===== src/rtl/ext_pipe.sv =====
`default_nettype none
// ============================================================
// ext_pipe : immediate extender behind STAGES elastic slices
// Rev 1.0
// ============================================================
module ext_pipe #(
  parameter int DATA_W  = 32,
  parameter int IMM_W   = 16,
  parameter int SHAMT_W = 5,
  parameter int STAGES  = 1,
  parameter int CNT_W   = 8
) (
  input  logic               clk,
  input  logic               rst_n,
  input  logic               in_valid,
  output logic               in_ready,
  input  logic [IMM_W-1:0]   i_imm,
  input  logic [SHAMT_W-1:0] i_shamt,
  input  logic [2:0]         ext_op,
  input  logic               flush,
  output logic               out_valid,
  input  logic               out_ready,
  output logic [DATA_W-1:0]  ext_out,
  output logic               out_err,
  output logic [CNT_W-1:0]   err_cnt
);

  localparam logic [2:0] c_OP_SEXT   = 3'b000;
  localparam logic [2:0] c_OP_ZEXT   = 3'b001;
  localparam logic [2:0] c_OP_SHAMT  = 3'b010;
  localparam logic [2:0] c_OP_UPPER  = 3'b011;
  localparam logic [2:0] c_OP_BRANCH = 3'b100;

  logic [DATA_W-1:0] w_sext;
  logic [DATA_W-1:0] w_ext;
  logic              w_illegal;
  logic              w_accept;
  logic [STAGES-1:0] w_valid;
  logic [STAGES-1:0] w_err;
  logic [STAGES-1:0] w_ready;
  logic [DATA_W-1:0] w_data [STAGES];
  logic [CNT_W-1:0]  r_err_cnt;

  assign w_sext = {{(DATA_W-IMM_W){i_imm[IMM_W-1]}}, i_imm};

  always_comb begin
    w_ext     = '0;
    w_illegal = 1'b0;
    case (ext_op)
      c_OP_SEXT:   w_ext = w_sext;
      c_OP_ZEXT:   w_ext = {{(DATA_W-IMM_W){1'b0}}, i_imm};
      c_OP_SHAMT:  w_ext = {{(DATA_W-SHAMT_W){1'b0}}, i_shamt};
      c_OP_UPPER:  w_ext = {i_imm, {(DATA_W-IMM_W){1'b0}}};
      c_OP_BRANCH: w_ext = w_sext << 2;
      default:     w_illegal = 1'b1;
    endcase
  end

  assign in_ready = !flush && w_ready[0];
  assign w_accept = in_valid && in_ready;

  for (genvar k = 0; k < STAGES; k++) begin : g_slice
    logic              r_v;
    logic              r_e;
    logic [DATA_W-1:0] r_d;
    logic              w_src_v;
    logic              w_src_e;
    logic [DATA_W-1:0] w_src_d;

    if (k == 0) begin : g_head
      assign w_src_v = w_accept;
      assign w_src_e = w_illegal;
      assign w_src_d = w_ext;
    end else begin : g_body
      assign w_src_v = w_valid[k-1];
      assign w_src_e = w_err[k-1];
      assign w_src_d = w_data[k-1];
    end

    // A slice can load unless it and every slice downstream of it is full and the consumer stalls.
    assign w_ready[k] = out_ready || !(&w_valid[STAGES-1:k]);

    always_ff @(posedge clk or negedge rst_n) begin
      if (!rst_n) begin
        r_v <= 1'b0;
        r_e <= 1'b0;
        r_d <= '0;
      end else begin
        if (flush)
          r_v <= 1'b0;
        else if (w_ready[k])
          r_v <= w_src_v;
        if (w_ready[k] && w_src_v) begin
          r_d <= w_src_d;
          r_e <= w_src_e;
        end
      end
    end

    assign w_valid[k] = r_v;
    assign w_err[k]   = r_e;
    assign w_data[k]  = r_d;
  end

  always_ff @(posedge clk or negedge rst_n) begin
    if (!rst_n)
      r_err_cnt <= '0;
    else if (w_accept && w_illegal && (r_err_cnt != '1))
      r_err_cnt <= r_err_cnt + CNT_W'(1);
  end

  assign out_valid = w_valid[STAGES-1];
  assign ext_out   = w_data[STAGES-1];
  assign out_err   = w_err[STAGES-1];
  assign err_cnt   = r_err_cnt;

endmodule
`default_nettype wire


===== config.mk =====
export PLATFORM = sky130hd
export DESIGN_NAME = ext_pipe
export DESIGN_NICKNAME = d
export VERILOG_FILES = /design/src/rtl/ext_pipe.sv
export SDC_FILE = /design/constraint.sdc
export NUM_CORES = 1
export LEC_CHECK = 0
export CELL_PAD_IN_SITES_DETAIL_PLACEMENT = 1
export CELL_PAD_IN_SITES_GLOBAL_PLACEMENT = 1
export CORE_AREA = 4 4 97 99
export CTS_BUF_LIST = sky130_fd_sc_hd__clkbuf_2
export DETAILED_ROUTE_END_ITERATION = 10
export DIE_AREA = 0 0 101 103
export PLACE_DENSITY = 0.6
export SLEW_MARGIN = 40
export SYNTH_ARGS = -nofsm -noshare
export SYNTH_HDL_FRONTEND = slang
export SYNTH_SLANG_ARGS = --single-unit

===== constraint.sdc =====
create_clock -name clk -period 2.44 [get_ports clk]
set_input_delay 0.61 -clock clk [delete_from_list [all_inputs] [get_ports clk]]
set_output_delay 0.61 -clock clk [all_outputs]
set_load 0.005 [all_outputs]

==> out/metrics.yaml <==
synthesis:
  synth_area_mm2: 0.00201
  ys_async_sr_fraction_pct: 100
  synthTopCellsByArea: "dfrtp_1 (52%), a21oi_1 (7.0%), nand2_1 (6.0%)"
  yosysWarnings: 0
  ys_ff_latch: 42
  synth.top_cell.area_share_pct: 52.3
  avgSynthCellArea_um2: 9.43
  synth.distinct_cells: 35
  yosysTopAreaCell: "dfrtp_1"
  synthFlopType: "dfrtp_1"
  synth_edf_count: 0
  syn_inst: 213
  seq_area_frac_synth_pct: 52.3
  syn-num-nets: 243
final_layout:
  multi_input_area_um2: 903
  fill_cells: 991
  drive_above_1_share_pct: 10.9
  antennaDiodeCount: 0
  nets: 322
  fin_cells: 401
  regArea_mm2: 0.00105
  area.growth.synth_to_final_pct: 48.1
  final_core_util_pct: 34.8
  final_area_mm2: 0.00298
cts:
  cts_tree: "yes"
  clock_latency_ns: 0.42
  cts_setup_buffers: 0
  htreeDepth: 2
  clk_pin_slew_ns: 0.23
  cts_root_buffer: "clkbuf_2"
  clock_path_buffers: 2
  cts_buffers: 5
  cts_sinks: 42
die:
  die_w_um: 101
  ioPinCount: 72
  die-area_mm2: 0.0104
  start_util_pct: 23.5
  fp.dieH_um: 103
  row_count: 34
  core_area_mm2: 0.00855
route:
  drt_wl_total_um: 6270
  antenna_left: 0
  wl_per_cell_um: 15.6
  drc: 0
  num_vias: 1829
  drtIter0Drc: 92
  vias_per_cell: 4.56
  first_pass_iters: 4
worst_setup_path:
  timing.rr.start: "out_valid"
  r2r-end: "ext_out[5]"
  arrival_ns: 1.73
  reg2reg_slack_ns: 0.85
  start_kind: "primary input"
  worst-setup-path-type: "primary input to primary output"
  worst_setup_path_end_kind: "primary output"
  cp_max_fo: 2
  critical_path_required_ns: 1.83
  r2r.worst_path.cells: 4
global_route:
  track_usage_pct: 12.4
  antenna_found_initial: 0
  grt_max_degree: 34
  grt_pass1_vias: 1815
  grt_pass1_wl_um: 10000
  overflow: 0
power_and_ir_drop:
  swShare_pct: 28.9
  powerDensity_mw_per_mm2: 584
  leakagePower_nw: 1.23
  pwr-share-clk_pct: 24.3
  ir_worst_vdd_mv: 0.287
  pwr-share-seq_pct: 48.8
  intPower_mw: 1.24
  pwr-share-comb_pct: 26.8
  power_switching_uw: 503
  power_mw: 1.74
place:
  pre_cts_slack_ns: 0.0818
  place_hpwl_um: 4770
  portBuffers: 71
  dp.cells: 392
  gp_congestion: 0.775
  place_area_mm2: 0.00290
sta:
  hold_viol_final: 0
  slew_violations: 0
  setup_tns_ns: 0
  fmax_mhz: 427
  rsz0062_at_grt: "no"
  fin_crit_ns: 2.34
  setup_viol: 0
  fin_crit_sh_pct: 96.1
  finClkSkew_ns: 0.0191
  fin_ws_ns: 0.0962
  max_slew.worst_pin.slew_ns: 0.659
  whs_ns: 0.515
  slew_headroom_pct: 56.0
min_path:
  holdPathEnd: "ext_out[29]"
  holdPathStages: 2
  hp-start: "ext_out[29]"
  hp-class: "flop to flop"
job:
  maxCapViolations: 0
run_status:
  run_status: "finished clean"
timing repair:
| item | in CTS | in global routing |
|---|---|---|
| endpoints found under the hold margin | 4 | 0 |
| gates resized for setup | 0 | 0 |
| hold buffers | 1 | 0 |
worst max-delay path by stage:
stage / to / startpoint / slack [ns] / cells after the start
floorplan: err_cnt[6] / flush / 0.81 / 4
global route: in_ready / out_ready / 0.05 / 4
detailed placement: in_ready / out_ready / 0.08 / 4
CTS: in_ready / out_ready / 0.09 / 4
global placement: in_ready / out_ready / 0.10 / 4
finish: in_ready / out_ready / 0.1 / 4
sequential cells by signal (all words and copies together), names as in the netlist:
register,cells
ext_out,32
err_cnt,8
out_err,1
out_valid,1
critical path, cell delays in order:
cell and delay, ns:
clkdlybuf4s50_1 0.47, nor2b_1 0.06, nor2_1 0.08, clkdlybuf4s50_1 0.51
kinds of logic (layout without fill, tap and decap cells):
family	count (synthesis)	count (layout)	share of synthesized area (%)
buffers and inverters	13	93	2.74
XOR/XNOR	6	6	2.62
AO/OA/AOI/OAI	67	67	17.7
multiplexers	5	5	2.99
AND/OR/NAND/NOR	79	79	21.0
flip-flops	42	42	52.3
adder cells (fa/ha/maj)	1	1	0.623
cell usage after synthesis (all sizes together), types with 3 or more instances:
cell type  instances
a21oi             28
mux2               5
nor2               6
nand2             33
nand3              6
o21ai             34
nor2b             16
and3               3
xnor2              6
nand2b             3
clkbuf             7
dfrtp             42
buf                4
nand4              5
cell type report:
class / instances / area share [%]
clock buffer: 5 / 0.841
clock inverter: 3 / 1.47
inverter: 2 / 0.252
multi-input combinational: 158 / 30.3
sequential: 42 / 35.3
tap: 108 / 4.54
timing repair buffer: 83 / 27.2
cells in the final DEF (no fill, tap or decap), types with 2 or more instances in the layout:
cell type / instances
dfrtp_1: 42
xnor2_1: 6
nand2_1: 32
a21oi_1: 28
o21ai_0: 13
inv_1: 2
buf_4: 10
nor2_1: 5
and3_1: 3
mux2_2: 3
nand3_1: 6
nand2b_1: 3
clkbuf_2: 5
nor2b_1: 16
o21ai_1: 20
nand4_1: 4
clkdlybuf4s50_1: 70
a22o_1: 2
and2_1: 2
power by group through the flow:
stage	Sequential [mW]	Clock [mW]	Combinational (mW)
after CTS	0.854	0.446	0.478
final	0.849	0.423	0.467
after global routing	0.871	0.478	0.515
after global placement	0.865	0	0.467
after floorplan	0.860	0	0.159
after detailed placement	0.864	0	0.475
layer usage:
metal / vias up / share of wire [%] / GRT usage (%)
li1: 891 / - / -
met1: 890 / 44 / 15.7
met2: 42 / 49 / 20.7
met3: 6 / 5.9 / 3.59
met4: 0 / 1.1 / 3.37
met5: - / 0 / 0
Power figures use the tool's default switching activity.
==> variant 1: new RTL, config.mk and constraints unchanged <==
The parameter `DATA_W` goes from 32 to 48.
--- a/src/rtl/ext_pipe.sv
+++ b/src/rtl/ext_pipe.sv
@@ -4,7 +4,7 @@
 // Rev 1.0
 // ============================================================
 module ext_pipe #(
-  parameter int DATA_W  = 32,
+  parameter int DATA_W  = 48,
   parameter int IMM_W   = 16,
   parameter int SHAMT_W = 5,
   parameter int STAGES  = 1,
Interface: changed (resized ext_out); port bits go from 72 to 88. No check against the original RTL was run, so the function may have changed too.
==> variant 1 against the unedited design <==
- sequential power rose by 5.1%
- cell count rose by 5.5%
- die area unchanged
- setup slack improved by 9.0 ps
- critical path type unchanged
- design area is 5.8% higher
- clock power fell by 27%
- sequential cell count grew 2
- largest power group unchanged
- largest cell class unchanged
- synthesized area up 7.7%
- total power decreased by 1.5%
- synthesized cell count is 9.9% higher
- wire length grew 11%
- maximum frequency rose by 0.39%
==> variant 1: results (changes against the unedited design) <==
<table>
<tr><th>Metric</th><th>Value</th></tr>
<tr><th colspan="2">Run status</th></tr>
<tr><td>Outcome</td><td>completed</td></tr>
<tr><th colspan="2">Power</th></tr>
<tr><td>Largest vdd supply drop</td><td>0.000248 V (-13%)</td></tr>
<tr><td>Leakage</td><td>1.29 nW (+4.5%)</td></tr>
<tr><th colspan="2">STA</th></tr>
<tr><td>Worst Tran Pin Value</td><td>652 ps (-6.72 ps)</td></tr>
<tr><td>Worst hold margin</td><td>139 ps (-376 ps)</td></tr>
<tr><td>Timing-limited maximum frequency</td><td>0.428 GHz (+0.39%)</td></tr>
<tr><th colspan="2">Yosys</th></tr>
<tr><td>Sequential fraction of the synthesis area</td><td>0.509 (-0.0141)</td></tr>
<tr><td>Synthesized-area fraction occupied by adder cells</td><td>0.00578 (-0.000443)</td></tr>
<tr><td>Cell types occupying the most area after synthesis</td><td>dfrtp_1 (51%), a21oi_1 (7.4%), nand2_1 (6.4%)</td></tr>
<tr><td>Syn Inst Count</td><td>234 (+9.9%)</td></tr>
<tr><td>Number of nets in the synthesized netlist</td><td>264 (+8.6%)</td></tr>
<tr><td>Portion of netlist area occupied by mux cells</td><td>0.0312 (+0.00134)</td></tr>
<tr><td>Post-synthesis cell type count</td><td>27 (-23%)</td></tr>
<tr><th colspan="2">GRT</th></tr>
<tr><td>Number of global-route vias before repair</td><td>2026 (+12%)</td></tr>
<tr><td>Met3 Resource Use GR</td><td>0.0372 (+0.00135)</td></tr>
<tr><td>Global routing usage on met2</td><td>0.213 (+0.00608)</td></tr>
<tr><td>Wire length of the first global-routing pass</td><td>11.0 mm (+10%)</td></tr>
<tr><th colspan="2">Drt</th></tr>
<tr><td>Drt wl/cell</td><td>16.5 µm (+5.5%)</td></tr>
<tr><td>Initial DRC Count</td><td>36 (-61%)</td></tr>
<tr><td>Total via count in the routed design</td><td>1930 (+5.5%)</td></tr>
<tr><th colspan="2">Worst hold path</th></tr>
<tr><td>Hold/Removal Path Class</td><td>in -&gt; async</td></tr>
<tr><th colspan="2">Critical path</th></tr>
<tr><td>Depth of the most critical reg-to-reg path</td><td>5 (+1)</td></tr>
<tr><td>Reg-to-reg slack, setup</td><td>880 ps (+30 ps)</td></tr>
<tr><td>Capture instance of the worst register-to-register path</td><td>err_cnt[1]</td></tr>
<tr><th colspan="2">Place</th></tr>
<tr><td>Worst-case setup slack after placement</td><td>94.9 ps (+13.1 ps)</td></tr>
<tr><td>Port Buffers</td><td>87 (+23%)</td></tr>
<tr><td>Half-perimeter wire length of the detailed placement result</td><td>5.36 mm (+12%)</td></tr>
<tr><th colspan="2">Cells and area</th></tr>
<tr><td>Number of flip-flops in the largest register</td><td>34 (+6.3%)</td></tr>
</table>
variant 1: cell types whose count changed after synthesis, moves of 4 or more:
cell and change:
o21ai_1 -15, buf_4 +14, o21ai_0 +13, nand2_1 +5
a21oi_1 +4, nor2b_1 +4
variant 1: layout make-up:
cell class | count | area [µm²] | share of cell area
Clock buffer | 5 | 25.0 | 0.00795
Clock inverter | 2 | 12.5 | 0.00397
Multi-Input combinational cell | 163 | 903 | 0.287
Sequential cell | 44 | 1100 | 0.350
Tap cell | 108 | 135 | 0.0429
Timing Repair Buffer | 101 | 971 | 0.308
variant 1: layer usage:
| metal | vias up | part of all wire |
|---|---|---|
| met2 | 61 | 0.44 |
| li1 | 942 | - |
| met5 | - | 0 |
| met3 | 5 | 0.064 |
| met1 | 922 | 0.49 |
| met4 | 0 | 0.0085 |
variant 1: worst register-to-register path: stages, from the launching register on:
cell	delay [ps]
dfrtp_1	450
nor2b_1	150
buf_4	140
nor3b_4	270
nand2_1	140
mux2_1	320
variant 1: worst max path at each step:
stage                        to  cells after the start
CTS                    in_ready                      4
detailed placement     in_ready                      4
global placement    ext_out[47]                      5
global route        ext_out[31]                      1
floorplan            err_cnt[1]                      5
finish                 in_ready                      4
variant 1: logic make-up (layout without fill, tap and decap cells):
kind of cell    count (synthesis)  after routing
buf+inv                        27            108
flops                          44             44
xor+xnor                        5              5
simple gates                   82             82
fa+ha+maj                       1              1
compound gates                 69             69
mux                             6              6
variant 1: power by group:
part | leakage (nW) | total, mW | switching (mW) | internal [mW]
sequential | 0.587 | 0.892 | 0.0749 | 0.817
combinational | 0.678 | 0.511 | 0.198 | 0.313
clock | 0.0248 | 0.310 | 0.247 | 0.0631
total | 1.29 | 1.71 | 0.521 | 1.19
==> variant 2: new RTL, same settings <==
Without the edit above. Put a register stage on the output `out_err`, without a reset. The value now appears one clock later. The other outputs are not delayed to match.
--- a/src/rtl/ext_pipe.sv
+++ b/src/rtl/ext_pipe.sv
@@ -111,7 +111,9 @@
 
   assign out_valid = w_valid[STAGES-1];
   assign ext_out   = w_data[STAGES-1];
-  assign out_err   = w_err[STAGES-1];
+  always_ff @(posedge clk) begin
+    out_err <= w_err[STAGES-1];
+  end
   assign err_cnt   = r_err_cnt;
 
 endmodule
Behaviour: not the same (a bounded check fails within 4 cycles, from zero or initial values and one cycle with rst_n low).
==> variant 2 against the unedited design <==
- design area up 0.38%
- worst hold slack worse by 320 ps
- sequential share of layout area up 0.54 points
- die area unchanged
- sequential cell count up 1
- non-clock buffer count down 2
- setup slack worse by 0.52 ps
- total power up 7.1%
- synthesized cell count up 0.47%
- wire length down 0.80%
- cell count down 0.25%
- synthesized area up 1.0%
- combinational power down 1%
==> variant 2: results (changes against the unedited design) <==
<table>
<tr><th>Metric</th><th>Value</th></tr>
<tr><th colspan="2">Cells and area</th></tr>
<tr><td>Diodes inserted</td><td>0 (unchanged)</td></tr>
<tr><td>Final net count</td><td>321 (-0.31%)</td></tr>
<tr><td>FILL cells</td><td>985 (-0.61%)</td></tr>
<tr><td>Share of final-layout standard cells stronger than drive strength 1</td><td>0.106 (-0.00305)</td></tr>
<tr><th colspan="2">Place</th></tr>
<tr><td>Half-perimeter wire length of the detailed placement result</td><td>4.61 mm (-3.4%)</td></tr>
<tr><td>Final estimated routing congestion in global placement</td><td>0.763 (-1.5%)</td></tr>
<tr><td>Worst-case setup slack after placement</td><td>79.1 ps (-2.70 ps)</td></tr>
<tr><th colspan="2">STA</th></tr>
<tr><td>Slew headroom</td><td>0.634 (+0.0734)</td></tr>
<tr><td>Post-Route Skew</td><td>22.0 ps (+2.89 ps)</td></tr>
<tr><th colspan="2">Clocking</th></tr>
<tr><td>Skew-Pair Late Insertion Delay</td><td>430 ps</td></tr>
<tr><td>Register clock-pin slew on the reported worst setup and hold paths</td><td>250 ps (+20 ps)</td></tr>
<tr><th colspan="2">Worst hold path</th></tr>
<tr><td>Hold/Removal Path Class</td><td>in -&gt; async</td></tr>
<tr><th colspan="2">Yosys</th></tr>
<tr><td>Cell types occupying the most area after synthesis</td><td>dfrtp_1 (52%), a21oi_1 (6.9%), nand2_1 (5.9%)</td></tr>
<tr><td>Post-synthesis cell type count</td><td>36 (+2.9%)</td></tr>
<tr><td>Fraction of registers with async set or reset after synthesis</td><td>0.977 (-0.0233)</td></tr>
<tr><td>Syn Inst Count</td><td>214 (+0.47%)</td></tr>
<tr><td>Sequential fraction of the synthesis area</td><td>0.528 (+0.00470)</td></tr>
<tr><td>Number of nets in the synthesized netlist</td><td>244 (+0.41%)</td></tr>
<tr><th colspan="2">Power</th></tr>
<tr><td>Largest vdd supply drop</td><td>0.000349 V (+22%)</td></tr>
<tr><td>Leakage</td><td>1.24 nW (+0.33%)</td></tr>
<tr><th colspan="2">GRT</th></tr>
<tr><td>Maximum number of pins on one net before global-route repair</td><td>43 (+26%)</td></tr>
<tr><td>Wire length of the first global-routing pass</td><td>10.3 mm (+2.5%)</td></tr>
<tr><td>Number of global-route vias before repair</td><td>1968 (+8.4%)</td></tr>
<tr><td>Global routing usage summed across all routing layers</td><td>0.125 (+0.00131)</td></tr>
<tr><th colspan="2">Run status</th></tr>
<tr><td>Outcome</td><td>completed</td></tr>
<tr><th colspan="2">Drt</th></tr>
<tr><td>Via-per-instance ratio</td><td>4.59 (+0.58%)</td></tr>
<tr><td>Initial DRC Count</td><td>56 (-39%)</td></tr>
<tr><td>Drt wl/cell</td><td>15.6 µm (-0.55%)</td></tr>
<tr><td>Total via count in the routed design</td><td>1835 (+0.33%)</td></tr>
<tr><th colspan="2">Critical path</th></tr>
<tr><td>Crit Path Max Fanout</td><td>2 (unchanged)</td></tr>
</table>
## variant 2: worst max-delay path, stage by stage
cell and delay, ps:
clkdlybuf4s50_1 470, nor2b_1 60, nor2_1 80, clkdlybuf4s50_1 500
## variant 2: final cells by class
class	instances	area (µm²)	area share
clock inverter	2	60.1	0.0201
clock buffer	6	30.0	0.0101
multi-input combinational	158	903	0.302
tap	108	135	0.0452
timing repair buffer	81	781	0.261
inverter	2	7.51	0.00251
sequential	43	1070	0.358
## variant 2: worst paths after layout
kind                                start        endpoint  depth (start not counted)  slack [ps]
max                             out_ready        in_ready                          4         100
min                                 rst_n  g_slice[0].r_e                          2         200
max reg2reg                    err_cnt[2]      err_cnt[1]                          4         820
min reg2reg                g_slice[0].r_e         out_err                          0         410
max in group asynchronous           rst_n     ext_out[30]                          2        1830
min in group clk           g_slice[0].r_e         out_err                          0         410
## variant 2: per-layer routing
layer	vias to the layer above	GRT usage	wire, µm
met5	-	0	0
met2	43	0.207	3010
met4	0	0.0337	40
met1	896	0.162	2790
met3	6	0.0338	380
li1	890	-	-
## variant 2: through the flow
stage | hold slack [ps] | power, mW
floorplan | 314 | 1.04
detailed placement | 359 | 1.36
global route | 206 | 1.97
CTS | 221 | 1.89
global placement | 359 | 1.35
finish | 197 | 1.86
## variant 2: kinds of logic after synthesis
logic type	count (synthesis)	synth area share
adders and majority gates	1	0.00616
xor gates and xnor gates	6	0.0259
and+or+nand+nor	79	0.208
buffers and inverters	13	0.0271
DFF	43	0.528
AOI/OAI and AO/OA	67	0.176
muxes	5	0.0296
## variant 2: where the power goes
part | leakage, nW | internal, mW | switching (mW)
clock | 0.0532 | 0.280 | 0.252
combinational | 0.617 | 0.275 | 0.187
sequential | 0.568 | 0.801 | 0.0681
